<file path="src/rtl/uptime_bcd_ud.sv">
// N-digit packed-BCD up/down counter with clear, load, wrap/saturate and limit pulses.
// Optional macro UPTIME_BCD_LOAD_CHECK_EN: rejects non-BCD loads and reports them on load_err.

module uptime_bcd_digit (
  input  logic [3:0] d,
  input  logic       inc,
  input  logic       dec,
  output logic [3:0] nxt
);
  always_comb begin
    nxt = d;
    if (inc)      nxt = (d == 4'd9) ? 4'd0 : d + 4'd1;
    else if (dec) nxt = (d == 4'd0) ? 4'd9 : d - 4'd1;
  end
endmodule

module uptime_bcd_ud #(
  parameter int P_DIGITS = 3,
  parameter int P_WRAP   = 1
) (
  input  logic                  clk,
  input  logic                  rst,
  input  logic                  tick_en,
  input  logic                  up_dn,
  input  logic                  clear,
  input  logic                  load,
  input  logic [4*P_DIGITS-1:0] load_val,
`ifdef UPTIME_BCD_LOAD_CHECK_EN
  output logic                  load_err,
`endif
  output logic [4*P_DIGITS-1:0] digits,
  output logic                  ovf,
  output logic                  unf,
  output logic                  at_max,
  output logic                  at_zero
);
  logic [P_DIGITS-1:0][3:0] cnt_q, cnt_d, cnt_step, ld_v;
  logic [P_DIGITS:0]        all9, all0;
  logic                     ovf_d, unf_d;

  assign ld_v    = load_val;
  assign all9[0] = 1'b1;
  assign all0[0] = 1'b1;

  // Carry/borrow enables ripple combinationally so a full rollover lands in one edge.
  for (genvar g = 0; g < P_DIGITS; g++) begin : g_dig
    assign all9[g+1] = all9[g] & (cnt_q[g] == 4'd9);
    assign all0[g+1] = all0[g] & (cnt_q[g] == 4'd0);
    uptime_bcd_digit u_dig (
      .d   (cnt_q[g]),
      .inc (tick_en & up_dn & all9[g]),
      .dec (tick_en & ~up_dn & all0[g]),
      .nxt (cnt_step[g])
    );
  end

  assign at_max  = all9[P_DIGITS];
  assign at_zero = all0[P_DIGITS];
  assign digits  = cnt_q;

`ifdef UPTIME_BCD_LOAD_CHECK_EN
  logic [P_DIGITS-1:0] nib_bad;
  logic                err_d;
  for (genvar g = 0; g < P_DIGITS; g++) begin : g_chk
    assign nib_bad[g] = (ld_v[g] > 4'd9);
  end
`endif

  always_comb begin
    cnt_d = cnt_q;
    ovf_d = 1'b0;
    unf_d = 1'b0;
`ifdef UPTIME_BCD_LOAD_CHECK_EN
    err_d = 1'b0;
`endif
    if (clear) begin
      cnt_d = '0;
    end else if (load) begin
`ifdef UPTIME_BCD_LOAD_CHECK_EN
      if (|nib_bad) err_d = 1'b1;
      else          cnt_d = ld_v;
`else
      cnt_d = ld_v;
`endif
    end else if (tick_en) begin
      // At a limit the digit chain already produces the wrapped value; saturate just holds.
      if (up_dn && at_max) begin
        ovf_d = 1'b1;
        if (P_WRAP != 0) cnt_d = cnt_step;
      end else if (!up_dn && at_zero) begin
        unf_d = 1'b1;
        if (P_WRAP != 0) cnt_d = cnt_step;
      end else begin
        cnt_d = cnt_step;
      end
    end
  end

  always_ff @(posedge clk or negedge rst) begin
    if (!rst) begin
      cnt_q <= '0;
      ovf   <= 1'b0;
      unf   <= 1'b0;
    end else begin
      cnt_q <= cnt_d;
      ovf   <= ovf_d;
      unf   <= unf_d;
    end
  end

`ifdef UPTIME_BCD_LOAD_CHECK_EN
  always_ff @(posedge clk or negedge rst) begin
    if (!rst) load_err <= 1'b0;
    else      load_err <= err_d;
  end
`endif

endmodule

</file>
<file path="config.mk">
export PLATFORM = sky130hd
export DESIGN_NAME = uptime_bcd_ud
export DESIGN_NICKNAME = d
export VERILOG_FILES = /design/src/rtl/uptime_bcd_ud.sv
export SDC_FILE = /design/constraint.sdc
export NUM_CORES = 1
export LEC_CHECK = 0
export ABC_AREA = 0
export CAP_MARGIN = 20
export CORE_ASPECT_RATIO = 1.25
export CORE_MARGIN = 4
export CORE_UTILIZATION = 35
export DETAILED_ROUTE_END_ITERATION = 7
export GPL_TIMING_DRIVEN = 0
export PLACE_DENSITY_LB_ADDON = 0.08
export RECOVER_POWER = 50
export SYNTH_ARGS = -nofsm -noshare
export SYNTH_HDL_FRONTEND = slang
export SYNTH_SLANG_ARGS = --single-unit
</file>
<file path="constraint.sdc">
create_clock -name clk -period 2.5 [get_ports clk]
set_clock_uncertainty 0.15 [all_clocks]
set_input_delay 0.375 -clock clk [delete_from_list [all_inputs] [get_ports clk]]
set_output_delay 0.375 -clock clk [all_outputs]
set_load 0.05 [all_outputs]
</file>
==> reports/metrics.yaml <==
wl_per_cell_um: 15.3
ios: 34
clk_path_buf_depth: 2
synth_top_area_cell: "dfrtp_1"
grt_overflow: 0
fin_ws_ns: 0.147
grt.busiest_layer: "met2"
dp_slack_ns: -0.623
cp-end-kind: "output pin"
netlist_instances: 171
ys_seq_area_share_pct: 26.1
place_congestion: 0.881
ys.flop_type: "dfrtp_1"
power_leakage_nw: 0.781
cap_violations: 0
ys_types: 48
antenna-diode-count: 0
clk_pin_slew_ns: 0.06
synthArstFlopShare_pct: 100
die_h_um: 77.2
synthToLayoutAreaGrowth_pct: 34.7
synth_seq_cells: 14
drt_iter0_markers: 131
grt_pass1_vias: 1430
outcome: "complete, no violations"
slew-limit-headroom_pct: 51.2
met2_usage_pct: 26.9
instances_no_fill: 247
synth_edf_count: 0
hold_path.class: "in2reg"
fp.dieW_um: 63.3
synth_top_area_share_pct: 26.1
fillCellCount: 376
tns_ns: 0
antenna_found_initial: 0
ys_warn_count: 0
critPathMaxStageDelay_ns: 0.45
timing.critical_path.cells: "inv_1 -> ha_2 -> nor3b_4 -> nand3_2 -> nor4_4 -> buf_4"
synth_area_um2: 1340
grt_pass1_wl_mm: 6.66
drv_slew: 0
final_nets: 237
drive_above_1_share_pct: 11.5
period_needed_ns: 2.35
coreArea_um2: 3600
fmax_ghz: 0.425
cp.arrival_ns: 1.83
critPathKind: "reg2out"
fin_crit_sh_pct: 94.1
track_usage_pct: 16.6
final_area_um2: 1810
tritoncts: "yes"
power_density_nw_per_um2: 446
dr.pass1.iters: 6
grtUsageMet3_pct: 2.92
final_common_cell: "clkdlybuf4s50_1"
vias: 1413
placedCellCount: 242
syn-mean-instance-area_um2: 7.84
via_per_inst: 5.72
crit_path_top_delay_cell: "dfrtp_1"
rows: 24
die_area_um2: 4890
drc: 0
mostFrequentLayoutCells: "22 x clkdlybuf4s50_1, 20 x nand2_1, 18 x a21oi_1, 14 x dfrtp_1"
synth_area_leaders: "dfrtp_1 26%, ha_1 8.4%, a21oi_1 6.7%, nand2_1 5.6%, inv_1 3.9%"
io_buffers: 32
cts_made_buffers: 3
start_kind: "register"
rsz0062_at_grt: "no"
fin_util_pct: 50.1
use_met1_pct: 22.3
final_hold_viol_count: 0
root_buffer: "clkbuf_8"
path_max_fanout: 6
grt_max_degree: 15
finalSetupViolCount: 0
vdd.ir_drop.worst_mv: 0.177
initial_core_util_pct: 37.2
tightest_slew_ns: 0.730
htreeDepth: 1
ant_nets: 0
placed_cell_area_um2: 1730
clk_latency_ns: 0.25
dp_hpwl_mm: 2.90
clock-sinks: 14
routed_wl_mm: 3.79
synth_nets: 198
worst_ep_required_time_ns: 1.98
-- routing by layer --
metal | vias up | routed length [um]
li1 | 698 | -
met4 | 0 | 42
met5 | - | 0
met1 | 677 | 1770
met2 | 33 | 1830
met3 | 5 | 144
-- final cells by class --
| cell class | instances | area (um2) | share of cell area [%] |
|---|---|---|---|
| inverter | 14 | 52.6 | 2.91 |
| buffer | 10 | 47.5 | 2.63 |
| timing repair buffer | 34 | 334 | 18.5 |
| clock buffer | 3 | 41.3 | 2.29 |
| sequential | 14 | 350 | 19.4 |
| tap | 39 | 48.8 | 2.70 |
| multi-input combinational | 133 | 931 | 51.6 |
-- Yosys cell counts, types with 2 or more instances --
library cell  instances
nand2_1              20
a21oi_1              18
dfrtp_1              14
inv_1                14
nor2_1               13
ha_1                  9
clkbuf_1              6
nor3_1                6
nor2b_1               5
a211oi_1              4
nand3_1               4
a311oi_1              3
nand2b_1              3
nor3b_1               3
nor4_1                3
o22ai_1               3
o31ai_1               3
a22o_1                2
a311o_1               2
a31oi_1               2
buf_2                 2
buf_4                 2
nand3b_4              2
o21ai_0               2
o21ai_1               2
or3_1                 2
-- timing repair --
| item | CTS | global route |
|---|---|---|
| gates resized for setup | 12 | 3 |
| endpoints found under the setup margin | 2 | 2 |
| hold buffers | 0 | 0 |
| setup buffers | 0 | 2 |
-- logic make-up after synthesis --
group	Yosys count	synth area share [%]
muxes	2	2.43
buffers and inverters	24	7.47
DFF	14	26.1
and+or+nand+nor	70	28.7
adders and majority gates	9	8.40
AOI/OAI and AO/OA	50	25.6
xor gates and xnor gates	2	1.31
-- stage by stage --
stage,hold WS (ns),total power [mW]
2_1_floorplan,-0.0706,0.498
3_3_place_gp,0.504,0.603
3_5_place_dp,0.513,0.609
4_1_cts,0.390,0.805
5_1_grt,0.441,0.858
6_report,0.391,0.806
-- state kept, by name, indices dropped and copies added, names as in the netlist --
signal / cells
digits: 12
ovf: 1
unf: 1
-- where the power goes --
| group | leakage, nW | total [mW] | switching (mW) | internal (mW) |
|---|---|---|---|---|
| Combinational | 0.575 | 0.344 | 0.204 | 0.141 |
| Clock | 0.0216 | 0.191 | 0.0844 | 0.107 |
| Sequential | 0.184 | 0.271 | 0.0273 | 0.243 |
| Total | 0.781 | 0.806 | 0.315 | 0.491 |
-- critical path, delay by kind of cell (launching register included) --
kind	cells	cell delay, ns
adders and majority gates	1	0.23
DFF	1	0.45
buffers and inverters	2	0.36
and+or+nand+nor	3	0.54
-- worst paths after layout --
| kind | slack, ns | start | to | cells past startpoint |
|---|---|---|---|---|
| worst max-delay path | 0.15 | digits[5]$_DFFE_PN0P_ | at_zero | 6 |
| worst min-delay path | 0.39 | up_dn | unf$_DFF_PN0_ | 4 |
| worst max register to register | 0.20 | digits[1]$_DFFE_PN0P_ | digits[8]$_DFFE_PN0P_ | 8 |
| worst min register to register | 0.51 | digits[9]$_DFFE_PN0P_ | digits[9]$_DFFE_PN0P_ | 2 |
| max in group asynchronous | 1.26 | rst | digits[1]$_DFFE_PN0P_ | 1 |
| min in group asynchronous | 0.48 | rst | digits[7]$_DFFE_PN0P_ | 1 |
Note: power is estimated with default switching activity, not from simulation.
